**src/rtl/dcache_maint_sequencer.sv**
```systemverilog
// Bulk DCache flush/invalidate sequencer: borrows the DCache ports, walks a line range,
// writes dirty lines back on the ring (8 WriteData slots + 1 Address slot) and updates status.
module dcache_maint_sequencer #(
  parameter logic [3:0] SLOT_ADDRESS   = 4'd2,
  parameter logic [3:0] SLOT_WRITEDATA = 4'd3,
  parameter int         LINE_WORDS     = 8
) (
  input  logic        clock,
  input  logic        reset,
  input  logic        start,
  input  logic [6:0]  cmdLine,
  input  logic [6:0]  cmdCount,
  input  logic        cmdInvalidate,
  output logic        done,
  output logic        portReq,
  input  logic        portGrant,
  output logic [6:0]  lineAddr,
  input  logic [20:0] lineTag,
  input  logic [1:0]  lineStatus,
  output logic        statusWe,
  output logic [1:0]  statusD,
  output logic [9:0]  dataAddr,
  input  logic [31:0] dataIn,
  input  logic [3:0]  whichCore,
  output logic [31:0] ringOut,
  output logic [3:0]  slotTypeOut,
  output logic [3:0]  sourceOut,
  output logic        driveRing,
  output logic        wantsToken,
  input  logic        acquireToken
);

  localparam logic [1:0] ST_INVALID  = 2'd0;
  localparam logic [1:0] ST_SHARED   = 2'd1;
  localparam logic [1:0] ST_MODIFIED = 2'd3;
  localparam logic [2:0] LAST_WORD   = 3'(LINE_WORDS - 1);

  typedef enum logic [2:0] {
    IDLE, REQ, LOOKUP, WAIT_TOKEN, SEND_DATA, SEND_WA, UPDATE, DONE
  } state_t;

  state_t      state, stateNext;
  logic [6:0]  cur, curNext;
  logic [6:0]  remaining, remainingNext;
  logic        op, opNext;
  logic [20:0] tagLatch, tagNext;
  logic [2:0]  wordIdx, wordNext;

  assign sourceOut = whichCore;

  // Only the state is reset; the command/line registers are always loaded before use.
  always_ff @(posedge clock) begin
    if (reset) begin
      state <= IDLE;
    end else begin
      state <= stateNext;
    end
    cur       <= curNext;
    remaining <= remainingNext;
    op        <= opNext;
    tagLatch  <= tagNext;
    wordIdx   <= wordNext;
  end

  always_comb begin
    stateNext     = state;
    curNext       = cur;
    remainingNext = remaining;
    opNext        = op;
    tagNext       = tagLatch;
    wordNext      = wordIdx;
    done          = 1'b0;
    portReq       = 1'b0;
    lineAddr      = 7'd0;
    statusWe      = 1'b0;
    statusD       = ST_INVALID;
    dataAddr      = 10'd0;
    ringOut       = 32'd0;
    slotTypeOut   = 4'd0;
    driveRing     = 1'b0;
    wantsToken    = 1'b0;

    unique case (state)
      IDLE: begin
        if (start) begin
          curNext       = cmdLine;
          remainingNext = cmdCount;
          opNext        = cmdInvalidate;
          stateNext     = REQ;
        end
      end

      REQ: begin
        portReq = 1'b1;
        if (portGrant) stateNext = LOOKUP;
      end

      LOOKUP: begin
        portReq  = 1'b1;
        lineAddr = cur;
        if (!op && lineStatus == ST_MODIFIED) begin
          // Word 0 address goes out now so dataIn is ready on the first token cycle.
          tagNext   = lineTag;
          dataAddr  = {cur, 3'd0};
          wordNext  = 3'd0;
          stateNext = WAIT_TOKEN;
        end else begin
          if (op) begin
            statusWe = 1'b1;
            statusD  = ST_INVALID;
          end
          if (remaining == 7'd0) begin
            stateNext = DONE;
          end else begin
            curNext       = cur + 7'd1;
            remainingNext = remaining - 7'd1;
          end
        end
      end

      WAIT_TOKEN: begin
        portReq    = 1'b1;
        wantsToken = 1'b1;
        dataAddr   = {cur, 3'd0};
        if (acquireToken) begin
          driveRing   = 1'b1;
          slotTypeOut = SLOT_WRITEDATA;
          ringOut     = dataIn;
          dataAddr    = {cur, 3'd1};
          wordNext    = 3'd1;
          stateNext   = SEND_DATA;
        end
      end

      SEND_DATA: begin
        portReq     = 1'b1;
        driveRing   = 1'b1;
        slotTypeOut = SLOT_WRITEDATA;
        ringOut     = dataIn;
        dataAddr    = {cur, wordIdx + 3'd1};
        wordNext    = wordIdx + 3'd1;
        if (wordIdx == LAST_WORD) stateNext = SEND_WA;
      end

      SEND_WA: begin
        portReq     = 1'b1;
        driveRing   = 1'b1;
        slotTypeOut = SLOT_ADDRESS;
        ringOut     = {4'b0000, tagLatch, cur};
        stateNext   = UPDATE;
      end

      UPDATE: begin
        portReq  = 1'b1;
        lineAddr = cur;
        statusWe = 1'b1;
        statusD  = ST_SHARED;
        if (remaining == 7'd0) begin
          stateNext = DONE;
        end else begin
          curNext       = cur + 7'd1;
          remainingNext = remaining - 7'd1;
          stateNext     = LOOKUP;
        end
      end

      DONE: begin
        done      = 1'b1;
        stateNext = IDLE;
      end

      default: stateNext = IDLE;
    endcase
  end

endmodule
```
**config.mk**
```make
export PLATFORM = sky130hd
export DESIGN_NAME = dcache_maint_sequencer
export DESIGN_NICKNAME = d
export VERILOG_FILES = /design/src/rtl/dcache_maint_sequencer.sv
export SDC_FILE = /design/constraint.sdc
export NUM_CORES = 1
export LEC_CHECK = 0
export BUFFER_PORTS_ARGS = -buffer_cell sky130_fd_sc_hd__buf_2
export CAP_MARGIN = 0
export CORE_UTILIZATION = 42
export CTS_BUF_LIST = sky130_fd_sc_hd__clkbuf_4 sky130_fd_sc_hd__clkbuf_8
export DETAILED_ROUTE_END_ITERATION = 12
export GPL_TIMING_DRIVEN = 0
export PLACE_DENSITY = 0.83
export SYNTH_ARGS = -nofsm -noshare
export SYNTH_HDL_FRONTEND = slang
export SYNTH_SLANG_ARGS = --single-unit
export TNS_END_PERCENT = 30
```
**constraint.sdc**
```tcl
create_clock -name clock -period 3.22 [get_ports clock]
set_input_delay 0.161 -clock clock [delete_from_list [all_inputs] [get_ports clock]]
set_output_delay 0.161 -clock clock [all_outputs]
set_load 0.02 [all_outputs]
```
# Yosys cells after proc, flatten, opt, wreduce, memory -nomap -nowiden
# Index checks and enable logic that the tools add are counted.
# W data, S select, Z words.
# classes
n_addsub	3
eq_ne	16
muxes	36
n_reduce_logical	14
# op_table
cell	n
$pmux W32 S3	1
$mux W7	7
$pmux W7 S3	2
$mux W32	1
$pmux W10 S3	1
$mux W3	9
$pmux W3 S8	1
$eq A3 B3 Y1 const B	5
$ne A2 B2 Y1 const B	6
$mux W10	1
$pmux W3 S3	1
$mux W1	8
$add A7 B1 Y7 const B	1
$logic_not A7 Y1	1
$sub A7 B1 Y7 const B	1
$eq A3 B2 Y1 const B	2
$pmux W2 S3	1
$reduce_and A3 Y1	2
$reduce_bool A3 Y1	2
$reduce_or A6 Y1	1
$reduce_and A5 Y1	1
$pmux W1 S2	2
$reduce_and A2 Y1	2
$reduce_or A2 Y1	2
8 further kinds	8
# word_totals
reg_bits	42
input_bits	79
out_inout_bits	64
wordCells	75

# Logic depth before layout (Yosys ltp)
# logic_depth
depth_word	4
ltp_mapped	7

# Worst setup path after synthesis
# No wires, ideal clock.
# synth_path
kind	register -> register
start	register state[0]
end	register cur[0] (enable)
setup_time_ns	0.407
arrival_ns	2.329
setup_slack_ns	0.484
stages_incl_launch_ff	8
cell_sequence	dfxtp_1 > inv_1 > ha_1 > clkbuf_1 > inv_1 > nand2_1 > o21ai_0 > a211oi_1
# synth_between
elab_chain_cells	3
elab_cells_between_ends	7
# synth_rtl
element	line_no	source
from (decl)	42	state_t state, stateNext;
from (signal assigned)	56	state <= stateNext;
$eq A3 B2 Y1, or another cell as far along	83	unique case (state)
$ne A2 B2 Y1 (no line) or $reduce_bool A3 Y1 (tied branches)	--	
$reduce_and A3 Y1 (no line) *	--	
to (signal assigned)	58	cur <= curNext;
to (decl)	43	logic [6:0] cur, curNext;
# Every way passes the cells marked *; elsewhere a longest branch is shown, timed or not.
# A chain may end at the register's enable or synchronous reset.

# Worst setup path in the final report
# layout_path
start	register state[0]
end	output port dataAddr[4]
# layout_between
elab_chain_cells	2
elab_cells_between_ends	4
# layout_rtl
element	line_no	source
$eq A3 B3 Y1 or $eq A3 B2 Y1 (tied branches)	83	
$pmux W10 S3 *	83	
to (decl)	22	output logic [9:0] dataAddr,
# Marks and branches as above.

==> out/results.tsv <==
metric	value	unit
status	completed	
Clock power frac	0.166	
fin crit period	2.85	ns
routed wire length	6.69	mm
Pleak	1.61	nW
hpwl dp	5.20	mm
Int Pwr	1.48	mW
top post-synthesis cells by area	edfxtp_1 48%, a22o_1 10%, ha_1 4.6%, and2_1 3.9%, a21oi_1 2.9%	
Die H	78.0	um
post-place setup slack	0.528	ns
port buffer count	135	
total CTS buffers	5	
Critical Path Source Type	flop	
Crit. End Element	output pin	
Final Cycle Share	0.887	
Post-CTS Setup Inserts	0	
Antenna Nets Post-Route	0	
syn_area_per_cell	10.9	um^2
initial antenna violation count	0	
Cell Area, Placed	3210	um^2
worst hold slack	0.0396	ns
post-cts hold buffer count	0	
crit-path leading delay family	simple AND/OR/NAND/NOR gates	
Design Area, Final	3320	um^2
hold crit path type	in -> reg	
Post-synth top flop	edfxtp_1	
Setup-failing EPs final	0	
switching part of the total power	0.404	
CP Class	reg -> out	
count of cell types in the netlist	40	
register area	1230	um^2
die area	6080	um^2
Avg WL per Cell	15.2	um
CP arrival	2.69	ns
Worst slew margin	0.327	
largest net degree at the start of global routing	24	
initial drt markers	126	
clock root buffer	clkbuf_8	
Rows	27	
Setup WS post-layout	0.365	ns
via count	2250	
clock sinks	42	
insertion delay to the later sink of the worst-skew pair	0.29	ns
vias in the first global route	2103	
post-CTS resize count	0	
Yosys top cell by area	edfxtp_1	
slowest CP cell	and4_1	
share of the synthesized area in the top cell type	0.483	
crit path cell chain	inv_1, ha_1, and4_1, nor2_1, nor2b_1, buf_2	
Post-Synthesis Cells	222	
register area share after synthesis	0.508	
Final Util	0.600	
final hold vios	0	
Initial Util	0.437	
P per Cell Area	746	nW/um^2
core area	5540	um^2
Synth Register Bits	42	
Comb power frac	0.453	
CP bufs+invs	2	
first-pass GRT wire length	9.99	mm
H-Tree Level Count	2	
critical path fanouts, max	23	
IO Count	143	
gr ovfl total	0	
Via-to-Cell Ratio	5.11	
RSZ-0062 raised after global routing	false	
top cells by count, synth	39 x edfxtp_1, 28 x a22o_1, 18 x nor2_1, 15 x and2_1, 14 x a21oi_1	
layout cell share with drive strength beyond 1	0.435	
Yosys warning total	0	
Seq pwr share	0.381	
CP required	3.06	ns
Routability Congestion	0.867	
maximum VDD drop	0.483	mV
Largest stage delay, worst path	0.92	ns
number of synthesized flops with an enable pin	39	
drt pass-1 iters	4	
area delta synth->final	37.1	%
Die W	78.0	um
Slew @ Worst Pin	1.01	ns
CTS max path bufs	2	
sw power	1.00	mW
GR Util All Layers	0.215	
Cell Area, Synth	2420	um^2
most numerous cell in the Yosys netlist	edfxtp_1	
Clock Pin Slew Worst Setup and Hold Paths	0.08	ns
Post-synth ARST share	0	
Worst Skew	0.00812	ns
Fmax	350	MHz
setup tns final	0	ns
DRC viols	0	
CTS tree	done	
fill count	500	
number of max-cap violations	0	
# nets final	455	
Final Max Slew Viols	0	
Multi-input gate area	1070	um^2
Diodes inserted	0	
## layout by cell type (no fill, tap or decap), types with 9 or more instances in the layout
cell / synthesis / layout
ha_1: 9 / 9
edfxtp_1: 39 / 39
a21oi_1: 14 / 14
nor2_1: 18 / 18
clkbuf_1: 11 / 11
a22o_1: 28 / 28
buf_2: 0 / 135
and2_1: 15 / 15
## power by group through the flow
stage / Combinational (mW) / Clock [mW] / Sequential [mW]
detailed placement: 1.12 / 0 / 0.952
finish: 1.12 / 0.411 / 0.945
global route: 1.24 / 0.447 / 0.962
global placement: 1.06 / 0 / 0.951
CTS: 1.13 / 0.420 / 0.942
floorplan: 0.772 / 0 / 0.910
## path summary, 6_finish.rpt
kind	slack, ns	to	cells past startpoint	from
max	0.37	dataAddr[4]	6	state[0]$_SDFFE_PP0P_
min	0.04	tagLatch[5]$_DFFE_PP_	1	lineTag[5]
max reg2reg	0.53	cur[1]$_DFFE_PP_	8	state[0]$_SDFFE_PP0P_
min reg2reg	0.53	state[1]$_SDFFE_PP0P_	2	state[1]$_SDFFE_PP0P_
## per-stage QoR
stage          std cells  total power, mW
2_1_floorplan        224             1.68
3_3_place_gp         431             2.01
3_5_place_dp         432             2.07
4_1_cts              440             2.49
5_1_grt              440             2.65
6_report             440             2.48
## per-layer routing
layer | up-vias | track usage | wire (um) | share of wire
li1 | 1102 | - | - | -
met1 | 1053 | 0.248 | 2690 | 0.40
met2 | 93 | 0.399 | 3480 | 0.52
met3 | 2 | 0.0506 | 491 | 0.073
met4 | 0 | 0.0500 | 34 | 0.0051
met5 | - | 0 | 0 | 0
## sequential cells by signal (all words and copies together) (netlist names)
name / count
remaining: 7
op: 1
cur: 7
wordIdx: 3
state: 3
tagLatch: 21
## layout make-up
type,instances,area share
inverter,8,0.00904
clock buffer,5,0.0207
sequential,42,0.371
timing repair buffer,136,0.207
tap,72,0.0271
buffer,19,0.0305
clock inverter,3,0.0121
multi-input combinational,155,0.323
## cell families (layout without fill, tap and decap cells)
group	after synthesis	in the layout	share of synthesized area
buffers and inverters	27	171	0.0542
adders and majority gates	9	9	0.0465
xor gates and xnor gates	7	7	0.0253
other	1	3	0.00155
DFF	42	42	0.508
and+or+nand+nor	73	73	0.166
muxes	4	4	0.0176
AOI/OAI and AO/OA	59	59	0.181
## worst register-to-register path, cell delays in order (launching register included)
cell and delay (ns):
dfxtp_1 0.33, inv_1 0.10, ha_1 0.33, clkbuf_1 0.39, inv_1 0.24, nand2_1 0.10, o21ai_0 0.09, a211oi_2 0.59
buf_6 0.23
No activity file was read; power rests on OpenSTA's default activity.
